File: src/rtl/reqc_s_ctrl.sv
// reqc_s_ctrl: two-requester round-robin front end for a 4-entry request buffer RAM.
// Buffer is a circular FIFO; the RAM registers ram_radr, so the address is driven one cycle ahead.
module reqc_s_ctrl #(
    parameter int DW      = 36,
    parameter int AW      = 2,
    parameter bit RR_INIT = 1'b0
) (
    input  logic          clk,
    input  logic          rst_n,
    input  logic          req0_valid,
    input  logic [DW-1:0] req0_data,
    output logic          req0_ready,
    input  logic          req1_valid,
    input  logic [DW-1:0] req1_data,
    output logic          req1_ready,
    output logic          out_valid,
    output logic [DW-1:0] out_data,
    output logic          out_id,
    input  logic          out_ready,
    input  logic          flush,
    output logic [AW:0]   count,
    output logic          full,
    output logic          empty,
    output logic          ram_wen,
    output logic [AW-1:0] ram_wadr,
    output logic [DW-1:0] ram_wdata,
    output logic [AW-1:0] ram_radr,
    input  logic [DW-1:0] ram_rdata
);
    localparam int DEPTH = 1 << AW;

    logic [AW-1:0]    wptr_q, wptr_d, rptr_q, rptr_d;
    logic [AW:0]      count_q, count_d;
    logic [DEPTH-1:0] id_q, id_d;
    logic             prio_q, prio_d;
    logic             can, g0, g1, push, pop;

    always_comb begin
        full       = count_q == (AW+1)'(DEPTH);
        empty      = count_q == '0;
        // rst_n gates the grant so readies drop the instant reset asserts
        can        = rst_n && !flush && !full;
        g0         = can && req0_valid && (!req1_valid || !prio_q);
        g1         = can && req1_valid && (!req0_valid || prio_q);
        push       = g0 || g1;
        out_valid  = !empty && !flush;
        pop        = out_valid && out_ready;
        req0_ready = g0;
        req1_ready = g1;
        ram_wen    = push;
        ram_wadr   = wptr_q;
        ram_wdata  = g1 ? req1_data : req0_data;
        wptr_d     = flush ? '0 : wptr_q + AW'(push);
        rptr_d     = flush ? '0 : rptr_q + AW'(pop);
        count_d    = flush ? '0 :
                     (push && !pop) ? count_q + (AW+1)'(1) :
                     (pop && !push) ? count_q - (AW+1)'(1) : count_q;
        prio_d     = push ? g0 : prio_q;
        id_d       = id_q;
        if (push) id_d[wptr_q] = g1;
        ram_radr   = rptr_d;
        out_data   = ram_rdata;
        out_id     = id_q[rptr_q];
        count      = count_q;
    end

    always_ff @(posedge clk or negedge rst_n) begin
        if (!rst_n) begin
            wptr_q  <= '0;
            rptr_q  <= '0;
            count_q <= '0;
            id_q    <= '0;
            prio_q  <= RR_INIT;
        end else begin
            wptr_q  <= wptr_d;
            rptr_q  <= rptr_d;
            count_q <= count_d;
            id_q    <= id_d;
            prio_q  <= prio_d;
        end
    end
endmodule

File: config.mk
export PLATFORM = sky130hd
export DESIGN_NAME = reqc_s_ctrl
export DESIGN_NICKNAME = d
export VERILOG_FILES = /design/src/rtl/reqc_s_ctrl.sv
export SDC_FILE = /design/constraint.sdc
export NUM_CORES = 1
export LEC_CHECK = 0
export ABC_AREA = 0
export ABC_CLOCK_PERIOD_IN_PS = 2400
export BUFFER_PORTS_ARGS = -buffer_cell sky130_fd_sc_hd__buf_2
export CAP_MARGIN = 10
export CORE_AREA = 2 2 77 79
export CTS_BUF_LIST = sky130_fd_sc_hd__clkbuf_2 sky130_fd_sc_hd__clkbuf_4 sky130_fd_sc_hd__clkbuf_8
export CTS_CLUSTER_DIAMETER = 150
export CTS_CLUSTER_SIZE = 25
export DETAILED_ROUTE_END_ITERATION = 8
export DIE_AREA = 0 0 79 81
export GPL_TIMING_DRIVEN = 1
export MAX_ROUTING_LAYER = met4
export PLACE_DENSITY_LB_ADDON = 0.08
export SLEW_MARGIN = 20
export SYNTH_ARGS = -nofsm -noshare
export SYNTH_HDL_FRONTEND = slang
export SYNTH_SLANG_ARGS = --single-unit
File: constraint.sdc
create_clock -name clk -period 2.4 [get_ports clk]
set_clock_uncertainty 0.05 [all_clocks]
set_input_delay 0.12 -clock clk [delete_from_list [all_inputs] [get_ports clk]]
set_output_delay 0.12 -clock clk [all_outputs]
set_load 0.01 [all_outputs]
After elaboration in Yosys (flattened, before gate mapping)
Index checks and enable logic that the tools add are counted.

word-level totals
  logic and storage cells = 48
  input bits = 114
  output and inout bits = 86
  register bits = 12

operators by class
  $add $sub $neg = 4
  $lt $le $gt $ge = 3
  reductions and logical operators = 24
  mux-type cells = 11
  equality and inequality tests = 1

operators with widths
  cell                                                        number
  2-to-1 mux 36 bit                                           1
  logical AND 1 bit                                           11
  2-to-1 mux 3 bit                                            3
  zero test 1 bit                                             8
  less-than comparator 2 x 3 -> 1 bit, second input constant  2
  adder 2 x 1 -> 2 bit                                        2
  bitwise mux 4 bit                                           1
  2-to-1 mux 2 bit                                            2
  adder 3 x 1 -> 3 bit, second input constant                 1
  == test 3 bit, second input constant                        1
  zero test 3 bit                                             1
  logical OR 1 bit                                            3
  nonzero test 3 bit                                          1
  subtractor 3 x 1 -> 3 bit, second input constant            1
  binary-select mux 1 bit (select 2 bit)                      1
  demux 1 bit (select 2 bit)                                  1
  >= comparator 2 x 1 -> 1 bit, second input constant         1
  2-to-1 mux 1 bit                                            2

Longest topological paths before layout
Gate-level depths: netlist (run 1).

  word-level depth = 11
  mapped depth = 7
  gate-level depth less buffers = 6

Least setup slack after synthesis (run 1)
No wires, ideal clock.

  path kind = reg-to-reg
  start point = register count_q[1] (netlist: count[1])
  end point = register count_q[2] (netlist: count[2])
  setup slack = 216 ps
  library setup time = 126 ps
  data required time = 2224 ps
  path buffers = 0
  data arrival time = 2008 ps
  period minus slack after synthesis = 2184 ps
  stages on the path, launching flop included = 7
  cell sequence = dfrtp_1 nor3b_4 nor3_4 nor2b_1 fa_1 nor4b_1 o32a_1

between the ends
  word-level cells in the longest chain between the ends = 9
  elaborated cells on any way between the ends = 22
  classes of those cells = add/sub: 2; eq/ne: 1; mux: 3; reduce/logical: 16

ends and longest elaborated chain
  element                                                        line    text
  start: declaration                                             33      logic [AW:0] count_q, count_d;
  start signal: assignment                                       77      count_q <= count_d;
  == test 3 bit (*)                                              39      full = count_q == (AW+1)'(DEPTH);
  net full                                                       22      output logic full,
  zero test 1 bit (*)                                            42      can = rst_n && !flush && !full;
  logical AND 1 bit (*)                                          42
  logical AND 1 bit, on equally long branches (2 in a row)       43, 44
  logical OR 1 bit (*)                                           45      push = g0 || g1;
  net ram_wen                                                    24      output logic ram_wen,
  logical AND 1 bit / zero test 1 bit (equally long branches)    56, 57
  2-to-1 mux 3 bit / logical AND 1 bit (equally long branches)   56, 57
  2-to-1 mux 3 bit / nonzero test 3 bit (equally long branches)  --

The timed path passes the listed nets; every way through them passes the cells marked *. The select of a mux whose other input is x is not followed.
A chain may end at the register's enable or synchronous reset.

Worst setup path after layout (run 1)
  start point = register count_q[0] (netlist: count[0])
  end point = output port ram_wdata[14]

between the ends
  word-level cells in the longest chain between the ends = 6

ends and longest elaborated chain
  element                         line  text
  == test 3 bit                   39
  zero test 1 bit                 42
  logical AND 1 bit               42
  logical AND 1 bit (2 in a row)  44    g1 = can && req1_valid && (!req0_valid || prio_q);
  2-to-1 mux 36 bit               52    ram_wdata = g1 ? req1_data : req0_data;
  end: declaration                26    output logic [DW-1:0] ram_wdata,

Every way passes these cells.

==> qor.yml, run 1 <==
status:
  outcome: "complete, no violations"
power:
  p_int_w: 0.000706
  cellPowerDensity_nw_per_um2: 567
  power_frac_comb_pct: 52.4
  p_sw_w: 0.000404
  switching_share_pct: 36.4
  vdd_drop_max_mv: 0.363
  leakage_nw: 1.06
  p_seq_share_pct: 27.6
  p_clk_share_pct: 20.0
global_route:
  antenna_found_initial: 0
  overflow: 0
  grt_first_pass_wirelength_um: 6080
  grt_start_max_net_pins: 30
  grt_pass1_vias: 1323
  grt.total_usage_pct: 12.2
die:
  dieArea_um2: 6400
  rows: 28
  chipWidth_um: 79
  core_area_um2: 5680
  start_util_pct: 25.4
  fp.dieH_um: 81
  ios: 200
route:
  wirelength_um: 4240
  drt-pass1-iter-count: 4
  num_vias: 1342
  routedWlPerCell_um: 13.9
  postRouteAntennaNets: 0
  viasPerCell: 4.40
  drc: 0
  detail_route.iter0.violations: 42
logic_synthesis:
  yosysSeqAreaShare_pct: 20.8
  synth_top_area_share_pct: 28.9
  syn_inst: 137
  ys_warn_count: 0
  avgSynthCellArea_um2: 10.5
  synth_nets: 254
  ys.flop_type: "dfrtp_1"
  async_flop_share_pct: 100
  synth.top_cells.by_area: "mux2_2 (29%), dfrtp_1 (21%), buf_4 (19%)"
  ys_ff_latch: 12
  synth_cell_types: 34
  synth_top_area_cell: "mux2_2"
  synth_edf_count: 0
  synth_area_um2: 1440
critical_path:
  arrival_ns: 2.03
  critPathLaunchType: "flip-flop"
  cp_max_fo: 29
  worstPathRequired_ns: 2.23
  worst-r2r-cell-count: 6
  crit_type: "reg2out"
  setup.worst_path.end_class: "primary output"
timing:
  finalHoldViolations: 0
  tightestPinTransition_ns: 0.418
  setup_viol: 0
  slew_headroom_pct: 72.1
  finalCritPeriodShare_pct: 91.6
  finalSetupTns_ns: 0
  fmax_ghz: 0.455
  slew_violations: 0
  rsz0062_at_grt: "false"
  finalCriticalPeriod_ns: 2.20
  fin_hold_ws_ns: 0.124
cells_and_area:
  area_growth_pct: 35.5
  instances_no_fill: 305
  fin_nets: 348
  antennaDiodeCount: 0
  drive_above_1_share_pct: 79.1
  finish.instance_area_um2: 1960
worst_hold_path:
  hold_depth: 2
  hold_class: "in2reg"
clock_network:
  cts_tree: "yes"
  cts_made_buffers: 3
  clockBufferDepth: 2
  cts_max_level: 1
  cts_sinks: 12
  insertion_delay_ns: 0.24
  path_clk_slew_ns: 0.05
  cts-root-buf: "clkbuf_8"
placement:
  post-dp-hpwl_um: 3630
  dpl-instance-area_um2: 1880
  dp.cells: 300
  port_buffers: 127
  gp_congestion: 0.782
job:
  drv_cap: 0
[layer usage]
layer / share of wire (%) / up-vias / global-route usage [%]
li1: - / 628 / -
met1: 37 / 599 / 12.1
met2: 51 / 109 / 22.7
met3: 12 / 6 / 4.78
met4: 0.64 / 0 / 2.76
met5: 0 / - / -
[critical path: stages (launching register included)]
cell and delay [ns]:
dfrtp_1 0.47, nor3b_4 0.31, nor2_2 0.10, nand3_4 0.18
buf_12 0.22, mux2_2 0.35, buf_2 0.14
[cells in the mapped netlist (2+ instances only)]
cell type	count
nand3b_1	2
mux2i_1	2
dfrtp_1	12
nor4b_1	2
buf_4	37
ha_1	2
buf_6	3
inv_1	2
nand2b_1	3
mux2_4	3
xnor2_1	3
nor2_1	6
mux2_2	37
nor2b_1	3
[cell usage in the layout, fill, tap and decap left out, drive strengths merged]
cell type	n
nand2	1
xnor2	3
fa	1
buf	129
nand2b	4
nand3	2
nor4b	2
o21a	1
and3	1
clkbuf	4
nor3b	3
or2b	1
nor2b	3
dlygate4sd3	1
mux4	1
dfrtp	12
nand3b	2
ha	2
mux2i	2
mux2	40
o32a	1
nor2	7
a21bo	1
inv	3
a211oi	1
nor3	2
[cells by family (layout without fill, tap and decap cells)]
kind of cell    Yosys count  in the layout  synth area share [%]
compound gates            4              4                  2.43
xor+xnor                  3              3                  1.82
fa+ha+maj                 3              3                  3.12
buf+inv                  44            137                  22.7
flops                    12             12                  20.8
mux                      43             43                  34.9
simple gates             28             28                  14.2
[metrics by stage]
step,utilization [%],power (W),setup WS [ns]
floorplan,-,0.000724,0.216
global placement,33.2,0.000902,0.255
detailed placement,33.2,0.000897,0.225
CTS,34.3,0.00113,0.0928
global route,34.5,0.00120,0.0762
finish,34.5,0.00111,0.202
[cell type report]
cell class | count | area, um^2
multi-input cells | 81 | 823
flip-flops and latches | 12 | 300
fillers | 618 | 3720
repair buffers | 130 | 673
well taps | 75 | 93.8
clock buffers | 4 | 55.1
inverters | 3 | 11.3
[timing repair]
| item | in CTS | in global routing |
|---|---|---|
| endpoints found under the setup margin | 0 | 1 |
| gates resized for setup | 0 | 1 |
| hold buffers | 1 | 0 |
| endpoints found under the hold margin | 12 | 0 |
| buffers inserted | 0 | 0 |
[flip-flops by register name (all words and copies together) (netlist names)]
register and cells:
count 3, prio_q 1, ram_wadr 2, rptr_q 2
id_q 4
[final timing paths]
path | from | to | slack (ns)
setup / recovery | count[0]$_DFFE_PN0P_ | ram_wdata[14] | 0.20
hold / removal | flush | ram_wadr[0]$_DFF_PN0_ | 0.12
setup reg to reg | count[0]$_DFFE_PN0P_ | count[2]$_DFFE_PN0P_ | 0.22
hold reg to reg | id_q[2]$_DFFE_PN0P_ | id_q[2]$_DFFE_PN0P_ | 0.45
max in group asynchronous | rst_n | count[0]$_DFFE_PN0P_ | 1.79
min in group asynchronous | rst_n | ram_wadr[0]$_DFF_PN0_ | 0.35
[power by group through the flow]
stage / sequential, W / combinational [W] / clock, W
after floorplan: 0.000309 / 0.000415 / 0
after global placement: 0.000305 / 0.000597 / 0
after detailed placement: 0.000308 / 0.000588 / 0
after CTS: 0.000305 / 0.000593 / 0.000228
after global routing: 0.000315 / 0.000643 / 0.000239
final: 0.000306 / 0.000582 / 0.000221
(Power assumes the default switching activity.)
==> run 2: changes to the inputs <==
Settings changed: ABC_CLOCK_PERIOD_IN_PS 2400 to 2800, GPL_TIMING_DRIVEN 1 to not set.
Clock period 2.4 ns to 2.8 ns, I/O delays scaled along.
==> qor.yml, run 2 (synthesis gave the netlist of run 1 again) <==
critical_path:
  cp_max_fo: 37
  arrival_ns: 2.15
  rr_endpoint: "count[2]$_DFFE_PN0P_"
  crit_type: "reg2out"
  rr_startpoint: "count[0]$_DFFE_PN0P_"
  setup.worst_path.end_class: "primary output"
  startpoint: "count[0]$_DFFE_PN0P_"
  worst-r2r-cell-count: 6
  r2r_slack_ns: 0.62
  worstPathRequired_ns: 2.61
  cp-endpoint: "ram_wdata[33]"
  critPathLaunchType: "flip-flop"
placement:
  gp_congestion: 0.743
  port_buffers: 127
  post-place-ws_ns: 0.622
  post-dp-hpwl_um: 3550
die:
  dieArea_um2: 6400
  chipWidth_um: 79
  fp.dieH_um: 81
  ios: 200
  rows: 28
  core_area_um2: 5680
  start_util_pct: 25.4
cells_and_area:
  multiInputGateArea_um2: 816
  final_cell_mix: "buf_2 (127), mux2_2 (37), dfrtp_1 (12)"
  seq_area_um2: 300
  fillers: 597
  area_growth_pct: 34.3
  largest_reg_flops: 4
  fin_nets: 348
  final_common_cell: "buf_2"
  regMostFlops: "id_q"
  drive_above_1_share_pct: 79.1
clock_network:
  cts_made_buffers: 3
  cts-root-buf: "clkbuf_8"
  clockBufferDepth: 2
  cts_tree: "yes"
  cts_sinks: 12
  path_clk_slew_ns: 0.05
  cts_max_level: 1
  insertion_delay_ns: 0.24
power:
  p_int_w: 0.000602
  p_sw_w: 0.000337
  cellPowerDensity_nw_per_um2: 484
  p_seq_share_pct: 27.9
  power_frac_comb_pct: 52.1
  switching_share_pct: 35.9
  vdd_drop_max_mv: 0.274
  leakage_nw: 1.05
  p_clk_share_pct: 19.9
timing:
  tightestPinTransition_ns: 0.471
  fin_ws_ns: 0.461
  slew_violations: 0
  finalCritPeriodShare_pct: 83.5
  finalHoldViolations: 0
  finalSetupTns_ns: 0
  fmax_ghz: 0.428
  setup_viol: 0
  slew_headroom_pct: 68.6
  finalCriticalPeriod_ns: 2.34
  rsz0062_at_grt: "false"
global_route:
  grt_pass1_vias: 1318
  antenna_found_initial: 1
  grt_start_max_net_pins: 38
  grt.total_usage_pct: 12.3
  grt_first_pass_wirelength_um: 6040
  overflow: 0
job:
  drv_cap: 0
worst_hold_path:
  hold_class: "in2reg"
  hold_depth: 2
route:
  postRouteAntennaNets: 0
  detail_route.iter0.violations: 16
  drt-pass1-iter-count: 4
  num_vias: 1341
  drc: 0
  viasPerCell: 4.38
  wirelength_um: 4100
  routedWlPerCell_um: 13.4
status:
  outcome: "complete, no violations"
run 2: cell types whose count changed in the layout (fill, tap and decap cells not counted), sizes merged:
cell,before,now
diode,0,1
run 2: metal layers:
metal | vias to the layer above | GRT usage [%] | part of all wire (%)
li1 | 623 | - | -
met1 | 601 | 11.7 | 35
met2 | 110 | 22.5 | 51
met3 | 7 | 6.00 | 13
met4 | 0 | 2.76 | 0.98
met5 | - | - | 0
run 2: worst min path at each step:
stage	slack, ns	startpoint	end
after floorplan	-0.21	rst_n	count[0]$_DFFE_PN0P_
after global placement	0.11	rst_n	id_q[2]$_DFFE_PN0P_
after detailed placement	0.09	rst_n	id_q[2]$_DFFE_PN0P_
after CTS	0.14	flush	ram_wadr[1]$_DFF_PN0_
after global routing	0.16	flush	ram_wadr[0]$_DFF_PN0_
final	0.15	flush	ram_wadr[1]$_DFF_PN0_
run 2: power by group through the flow:
stage	clock network (W)	logic [W]	registers [W]
after floorplan	0	0.000356	0.000265
after global placement	0	0.000509	0.000263
after detailed placement	0	0.000499	0.000265
after CTS	0.000191	0.000501	0.000263
after global routing	0.000199	0.000543	0.000271
final	0.000187	0.000490	0.000262
run 2: through the flow:
step,cells,utilization [%],power [W],instance area [um^2],hold WS (ns)
after floorplan,137,-,0.000621,1440,-0.206
after global placement,300,33.0,0.000773,1870,0.110
after detailed placement,300,33.0,0.000764,1870,0.0928
after CTS,305,34.1,0.000955,1940,0.144
after global routing,306,34.2,0.00101,1940,0.160
final,306,34.2,0.000939,1940,0.148
run 2: critical path, stage by stage, from the launching register on:
cell	delay [ns]
dfrtp_1	0.46
nor3b_4	0.32
nor2_2	0.09
nand3_2	0.08
buf_4	0.40
mux2_2	0.39
buf_2	0.14
run 2: area by class of cell:
| type | count | area share [%] |
|---|---|---|
| well taps | 75 | 4.84 |
| clock buffers | 4 | 2.84 |
| inverters | 3 | 0.581 |
| multi-input cells | 81 | 42.1 |
| diodes | 1 | 0.129 |
| flip-flops and latches | 12 | 15.5 |
| repair buffers | 130 | 34.1 |
run 2: what timing repair did:
| action | in CTS | in global routing |
|---|---|---|
| gates resized for setup | 0 | 0 |
| hold endpoints to repair | 12 | 0 |
| setup buffers | 0 | 0 |
| endpoints found under the setup margin | 0 | 0 |
| hold buffers | 1 | 0 |
==> run 3: changes to the inputs <==
Settings changed: ABC_CLOCK_PERIOD_IN_PS 2800 to 2200.
Clock period 2.8 ns to 2.2 ns, I/O delays scaled along.
==> qor.yml, run 3 (synthesis gave the netlist of run 1 again) <==
job:
  drv_cap: 0
critical_path:
  cp_max_fo: 8
  setup.worst_path.end_class: "primary output"
  crit_type: "reg2out"
  critPathLaunchType: "flip-flop"
  crit_chain: "nor3b_4, buf_6, nor2_2, nand3_4, clkbuf_16, mux2_2, buf_2"
  worstPathRequired_ns: 2.04
  cpPeakStageDelay_ns: 0.44
  arrival_ns: 1.92
  worst_path_max_delay_cell: "dfrtp_2"
global_route:
  grt.total_usage_pct: 13.1
  grt_first_pass_wirelength_um: 6420
  grt_pass1_vias: 1366
  grt_start_max_net_pins: 32
  overflow: 0
  antenna_found_initial: 1
route:
  postRouteAntennaNets: 0
  drc: 0
  viasPerCell: 4.42
  wirelength_um: 4500
  detail_route.iter0.violations: 5
  num_vias: 1378
  routedWlPerCell_um: 14.4
  drt-pass1-iter-count: 4
timing:
  fmax_ghz: 0.482
  finalSetupTns_ns: 0
  rsz0062_at_grt: "false"
  finalHoldViolations: 0
  finalCriticalPeriod_ns: 2.08
  tightestPinTransition_ns: 0.334
  finalCritPeriodShare_pct: 94.3
  slew_headroom_pct: 77.7
  slew_violations: 0
  setup_viol: 0
clock_network:
  insertion_delay_ns: 0.24
  clockBufferDepth: 2
  cts_max_level: 1
  cts_sinks: 12
  cts_tree: "yes"
  path_clk_slew_ns: 0.05
  cts-root-buf: "clkbuf_8"
  cts_made_buffers: 3
cells_and_area:
  seq_area_um2: 303
  final_common_cell: "buf_2"
  finish.instance_area_um2: 2040
  area_growth_pct: 41.0
  fin_nets: 354
  regMostFlops: "id_q"
  final_cell_mix: "buf_2 (127), mux2_2 (37), dfrtp_1 (10)"
  drive_above_1_share_pct: 80.5
  fillers: 585
  multiInputGateArea_um2: 823
  largest_reg_flops: 4
placement:
  port_buffers: 127
  post-dp-hpwl_um: 3700
  dpl-instance-area_um2: 1910
  gp_congestion: 0.803
die:
  start_util_pct: 25.4
  dieArea_um2: 6400
  chipWidth_um: 79
  ios: 200
  core_area_um2: 5680
  fp.dieH_um: 81
  rows: 28
power:
  total_power_w: 0.00126
  vdd_drop_max_mv: 0.362
  leakage_nw: 1.10
  cellPowerDensity_nw_per_um2: 620
worst_hold_path:
  hold_class: "in2reg"
status:
  outcome: "complete, no violations"
run 3: cell types whose count changed in the layout (fill, tap and decap cells not counted), sizes merged:
cell	before	now
clkbuf	4	5
buf	129	134
run 3: report_power, final:
group,switching [W],internal (W)
Sequential,0.0000554,0.000274
Clock,0.0000843,0.000158
Combinational,0.000310,0.000381
run 3: area by class of cell:
cell class              count  share of cell area, %
diodes                      1                  0.123
clock buffers               4                   2.70
inverters                   3                  0.553
multi-input cells          81                   40.4
flip-flops and latches     12                   14.9
well taps                  75                   4.61
repair buffers            136                   36.7
run 3: path summary, 6_finish.rpt:
kind	startpoint	end	slack [ns]	cells after the start
hold / removal	flush	ram_wadr[1]$_DFF_PN0_	0.11	2
setup reg to reg	count[0]$_DFFE_PN0P_	count[2]$_DFFE_PN0P_	0.19	6
max in group asynchronous	rst_n	count[1]$_DFFE_PN0P_	1.59	3
setup / recovery	count[0]$_DFFE_PN0P_	ram_wdata[11]	0.12	7
hold reg to reg	id_q[0]$_DFFE_PN0P_	id_q[0]$_DFFE_PN0P_	0.45	1
min in group asynchronous	rst_n	rptr_q[0]$_DFF_PN0_	0.33	3
run 3: per-layer routing:
metal | GRT usage (%) | wire length (um)
met1 | 12.2 | 1640
met3 | 6.00 | 522
met2 | 24.4 | 2300
met5 | - | 0
met4 | 3.28 | 38
run 3: what timing repair did:
action | CTS | global route
hold buffers | 1 | 0
buffers inserted | 0 | 1
hold endpoints to repair | 12 | 0
endpoints found under the setup margin | 0 | 35
gates resized for setup | 0 | 5
run 3: through the flow:
| step | cells | hold slack, ns | utilization (%) | worst slack, ns |
|---|---|---|---|---|
| finish | 312 | 0.106 | 35.9 | 0.125 |
| global route | 312 | 0.133 | 35.9 | 0.00476 |
| CTS | 308 | 0.112 | 34.7 | 0.0510 |
| detailed placement | 303 | 0.0700 | 33.6 | 0.127 |
| global placement | 303 | 0.0720 | 33.6 | 0.188 |
| floorplan | 137 | -0.236 | - | 0.0161 |
run 3: critical path, delay by kind of cell, from the launching register on:
family,cells,cell delay [ns]
buffers and inverters,3,0.46
flip-flops,1,0.44
AND/OR/NAND/NOR,3,0.44
multiplexers,1,0.33
